<file path="src/rtl/ss_pkg.sv">
// Shared types and segment patterns for the seven-segment digit driver.
// Patterns are ordered {a,b,c,d,e,f,g}, with a 1 meaning the segment is lit.
package ss_pkg;

  localparam int unsigned SEG_W = 7;

  typedef logic [SEG_W-1:0] seg_t;

  localparam seg_t SEG_0     = 7'b1111110;
  localparam seg_t SEG_1     = 7'b0110000;
  localparam seg_t SEG_2     = 7'b1101101;
  localparam seg_t SEG_3     = 7'b1111001;
  localparam seg_t SEG_4     = 7'b0110011;
  localparam seg_t SEG_5     = 7'b1011011;
  localparam seg_t SEG_6     = 7'b1011111;
  localparam seg_t SEG_7     = 7'b1110000;
  localparam seg_t SEG_8     = 7'b1111111;
  localparam seg_t SEG_9     = 7'b1111011;
  localparam seg_t SEG_A     = 7'b1110111;
  localparam seg_t SEG_B     = 7'b0011111;
  localparam seg_t SEG_C     = 7'b1001110;
  localparam seg_t SEG_D     = 7'b0111101;
  localparam seg_t SEG_E     = 7'b1001111;
  localparam seg_t SEG_F     = 7'b1000111;
  localparam seg_t SEG_BLANK = 7'b0000000;

endpackage

</file>
<file path="src/rtl/ss_decode.sv">
// Combinational 4-bit code to active-high segment pattern decoder.
// Codes 10-15 show hex letters only when HEX_EN is set; otherwise they blank.
module ss_decode
  import ss_pkg::*;
#(
  parameter bit HEX_EN = 1'b0
) (
  input  logic [3:0] in,
  output seg_t       seg_c
);

  // Unknown codes (including X/Z) fall through to the blank default.
  always_comb begin
    seg_c = SEG_BLANK;
    case (in)
      4'h0: seg_c = SEG_0;
      4'h1: seg_c = SEG_1;
      4'h2: seg_c = SEG_2;
      4'h3: seg_c = SEG_3;
      4'h4: seg_c = SEG_4;
      4'h5: seg_c = SEG_5;
      4'h6: seg_c = SEG_6;
      4'h7: seg_c = SEG_7;
      4'h8: seg_c = SEG_8;
      4'h9: seg_c = SEG_9;
      4'hA: seg_c = HEX_EN ? SEG_A : SEG_BLANK;
      4'hB: seg_c = HEX_EN ? SEG_B : SEG_BLANK;
      4'hC: seg_c = HEX_EN ? SEG_C : SEG_BLANK;
      4'hD: seg_c = HEX_EN ? SEG_D : SEG_BLANK;
      4'hE: seg_c = HEX_EN ? SEG_E : SEG_BLANK;
      4'hF: seg_c = HEX_EN ? SEG_F : SEG_BLANK;
      default: seg_c = SEG_BLANK;
    endcase
  end

endmodule

</file>
<file path="src/rtl/ss.sv">
// Single-digit seven-segment driver: decode, optional polarity inversion, one register stage.
// Inversion sits before the register so the pins come straight from flops.
module ss
  import ss_pkg::*;
#(
  parameter bit HEX_EN     = 1'b0,
  parameter bit ACTIVE_LOW = 1'b0
) (
  input  logic       clk,
  input  logic       rst,
  input  logic [3:0] in,
  output logic       a,
  output logic       b,
  output logic       c,
  output logic       d,
  output logic       e,
  output logic       f,
  output logic       g
);

  localparam seg_t SEG_POL = {SEG_W{ACTIVE_LOW}};

  seg_t dec_c;
  seg_t seg_q;

  ss_decode #(
    .HEX_EN (HEX_EN)
  ) u_decode (
    .in    (in),
    .seg_c (dec_c)
  );

  // Reset shows the blank pattern in the selected drive polarity.
  always_ff @(posedge clk or posedge rst) begin
    if (rst) begin
      seg_q <= SEG_BLANK ^ SEG_POL;
    end else begin
      seg_q <= dec_c ^ SEG_POL;
    end
  end

  assign {a, b, c, d, e, f, g} = seg_q;

endmodule

</file>
<file path="config.mk">
export PLATFORM = sky130hd
export DESIGN_NAME = ss
export DESIGN_NICKNAME = d
export VERILOG_FILES = /design/src/rtl/ss_pkg.sv /design/src/rtl/ss_decode.sv /design/src/rtl/ss.sv
export SDC_FILE = /design/constraint.sdc
export NUM_CORES = 1
export LEC_CHECK = 0
export CAP_MARGIN = 0
export CORE_AREA = 2 2 39 41
export CTS_CLUSTER_SIZE = 8
export DETAILED_ROUTE_END_ITERATION = 10
export DIE_AREA = 0 0 41 43
export PLACE_DENSITY = 0.59
export SYNTH_ARGS = -nofsm -noshare
export SYNTH_HDL_FRONTEND = slang
export SYNTH_SLANG_ARGS = --single-unit
</file>
<file path="constraint.sdc">
create_clock -name clk -period 0.8 [get_ports clk]
set_input_delay 0.16 -clock clk [delete_from_list [all_inputs] [get_ports clk]]
set_output_delay 0.16 -clock clk [all_outputs]
set_load 0.03 [all_outputs]
</file>
==> results of run 1 <==
-- cells by family after synthesis --
logic type / Yosys count / share of synthesized area
and+or+nand+nor: 3 / 0.0535
AOI/OAI and AO/OA: 10 / 0.157
adders and majority gates: 6 / 0.189
DFF: 7 / 0.440
muxes: 1 / 0.0252
xor gates and xnor gates: 1 / 0.0220
buffers and inverters: 8 / 0.113
-- layout make-up --
cell class	instances	area share
clock buffer	4	0.0418
inverter	6	0.0359
multi-input combinational	21	0.327
sequential	7	0.279
tap	16	0.0319
timing repair buffer	20	0.285
-- per-stage QoR --
stage | cell area (µm²) | worst slack (ns)
2_1_floorplan | 398 | 0.0605
3_3_place_gp | 543 | -0.546
3_5_place_dp | 543 | -0.561
4_1_cts | 623 | -0.124
5_1_grt | 628 | -0.134
6_report | 628 | -0.108
-- metal layers --
metal / GRT usage / vias up / share of wire
li1: - / 163 / -
met1: 0.104 / 136 / 0.36
met2: 0.159 / 12 / 0.55
met3: 0.0157 / 0 / 0.086
met4: 0.100 / 0 / 0
met5: 0 / - / 0
-- power by group --
group	leakage [nW]	internal (mW)	switching, mW
Combinational	0.215	0.141	0.154
Sequential	0.0848	0.386	0.0127
Clock	0.0150	0.190	0.120
-- what timing repair did --
item,in CTS,in global routing
setup buffers,1,0
pin swaps,2,1
cloned,1,0
gates resized for setup,18,7
setup endpoints to repair,14,10
-- worst max path at each step --
stage                         from       end  cells past startpoint  slack, ns
after global placement       in[0]  seg_q[1]                      5      -0.55
after detailed placement     in[0]  seg_q[1]                      5      -0.56
after CTS                 seg_q[1]         f                      1      -0.12
after floorplan              in[0]  seg_q[1]                      4       0.06
final                     seg_q[5]         b                      1      -0.11
after global routing      seg_q[1]         f                      1      -0.13
-- placed cells by master, fill, tap and decap left out, types with 2 or more instances in the layout --
master	netlist	routed
sky130_fd_sc_hd__inv_2	1	2
sky130_fd_sc_hd__dfrtp_1	7	7
sky130_fd_sc_hd__ha_1	6	4
sky130_fd_sc_hd__o22ai_1	5	4
sky130_fd_sc_hd__clkbuf_4	0	3
sky130_fd_sc_hd__buf_6	2	8
sky130_fd_sc_hd__inv_1	5	4
sky130_fd_sc_hd__buf_2	0	2
sky130_fd_sc_hd__buf_4	0	6
==> results.md, run 1 <==
- Flip-flop count of the largest register after layout: 7
- Number of iterations in the first detailed-routing pass: 4
- Data arrival time of the worst path: approximately 0.75 ns
- Remaining Overflow, GRT: 0
- CTS clk-pin slew, worst paths: about 0.05 ns
- Worst hold path class: in -> async
- Critical Path, Cell by Cell: buf_6
- Post-Synthesis Cells: 36
- Filler instances: between 100 and 150
- Vert. Die Dim: between 40 and 50 µm
- Register ranked first by flip-flop count: seg_q
- Slowest cell delay on critical path: 0.37 ns
- Top cell types by occurrence after synthesis: sky130_fd_sc_hd__dfrtp_1 (7), sky130_fd_sc_hd__ha_1 (6), sky130_fd_sc_hd__inv_1 (5), sky130_fd_sc_hd__o22ai_1 (5)
- Areal power density over the cells: around 1600 mW/mm²
- Maximum fanout encountered on the critical timing path: 1
- Post-placement cell count: between 60 and 70
- Core ar.: approximately 0.0014 mm²
- Slew Viols, Final: 0
- Category of the critical setup timing path: reg -> out
- Cell type with the highest aggregate area in the netlist: sky130_fd_sc_hd__dfrtp_1
- Post-DP HPWL: about 540 µm
- Hold Violations, Final: 0
- Full die area: between 0.0015 and 0.002 mm²
- Netlist area before placement: between 300 and 400 µm²
- Dominant synthesized flop cell: sky130_fd_sc_hd__dfrtp_1
- Most area-consuming cells after synthesis: sky130_fd_sc_hd__dfrtp_1 (44%), sky130_fd_sc_hd__ha_1 (19%), sky130_fd_sc_hd__o22ai_1 (7.9%), sky130_fd_sc_hd__buf_6 (5.7%), sky130_fd_sc_hd__inv_1 (4.7%)
- Post-synth ARST share: 1.00
- Leakage: roughly 0.31 nW
- Post-Layout Cell Count: 74
- CP delay by family, top: flip-flops
- Count of hold buffers inserted by post-cts repair: 0
- Area used by multi-input combinational logic: just over 200 µm²
- Sequential cell area fraction in the yosys report: 0.440
- Final Util: 0.454
- Violations in the final reports: setup timing
- Antenna viol nets, final: 0
- Maximum capacitance violations: 0
- # nets final: 71
- Starting Density: 0.288
- Row cnt: 14
- Number of remaining DRC errors: 0
- Synthesized Nets: between 40 and 50
- Signed area change from the synthesized netlist to the final layout: 57.9%
- Kind of start point of the critical path: flip-flop
- Maximum clock rate: 1.10 GHz
- RD Place Congestion: ~0.76
- DR vias: 311
- Number of top-level pins: 13
- FF+latch area: between 150 and 200 µm²
- Worst slew margin relative to its limit: 0.838
- DRC marker count from the first detailed-route iteration: 4
- Wirelength per Cell: approximately 9.4 µm
- Flip-flop and latch count after synthesis: 7
- Via count of the first global-routing pass: ~310
- Warnings from Yosys: 0
- CTS tree: yes
- Synthesized area divided by synthesized cell count: around 11 µm²
- Post-route worst setup slack: -0.108 ns
- Post-synthesis cell type count: 14
- Final setup vio count: 7
- Overall global routing resource usage: 0.102
- Power consumption: 1.00 mW
- Number of sinks on the clock net: 7
- Maximum number of pins on one net before global-route repair: 9
- Time the final worst path needs with I/O delays and setup: between 0.9 and 1 ns
- H-tree depth reported by CTS: 1
- RSZ-0062 raised after global routing: yes
- Buf+Inv Stages, Crit Path: 1
- Number of antenna cells inserted: 0
- Master of the slowest instance on the critical path: sky130_fd_sc_hd__dfrtp_1
- Leading cell type by number of instances after synthesis: sky130_fd_sc_hd__dfrtp_1
- Regs by FF count: seg_q: 7 flops
- Die extent in x: ~41 µm
- Wire length of the first global-routing pass: roughly 1.2 mm
- Antenna violations before repair: 0
- Proportion of layout cells with a drive suffix above 1: 0.500
- Drt total wl: around 700 µm
- Worst hold slack across all endpoints: ~0.13 ns
- Port Buffer Count: 12
- Worst Setup End Kind: output pin
- Outcome: finished, violations left
- Drt via density: about 4.2
- Setup Total Neg Slack: -0.739 ns
- Number of buffers on the longest clock path: 2
- Crit path required time: about 0.64 ns
- Slew @ Worst Pin: around 0.24 ns
- Area share of the largest cell type after synthesis: 0.440
- Worst IR drop on VDD: around 380 µV
- Post-synth EDFFs: 0
- Post-route fraction of the period consumed by the critical path: 1.14
- Library cell used as clock root buffer: sky130_fd_sc_hd__clkbuf_4
- Clock buffers created by TritonCTS: 3
No activity file was read; power rests on OpenSTA's default activity.
==> inputs of run 2 (changes only) <==
Settings changed: CAP_MARGIN 0 to 20, SLEW_MARGIN from default to 25.
==> results of run 2 <==
The final DEF is identical to that of run 1; final timing and power are the same.
==> inputs of run 3 (changes only) <==
Settings changed: ABC_CLOCK_PERIOD_IN_PS from default to 800.
==> results of run 3 <==
The final DEF is identical to that of run 1; final timing and power are the same.
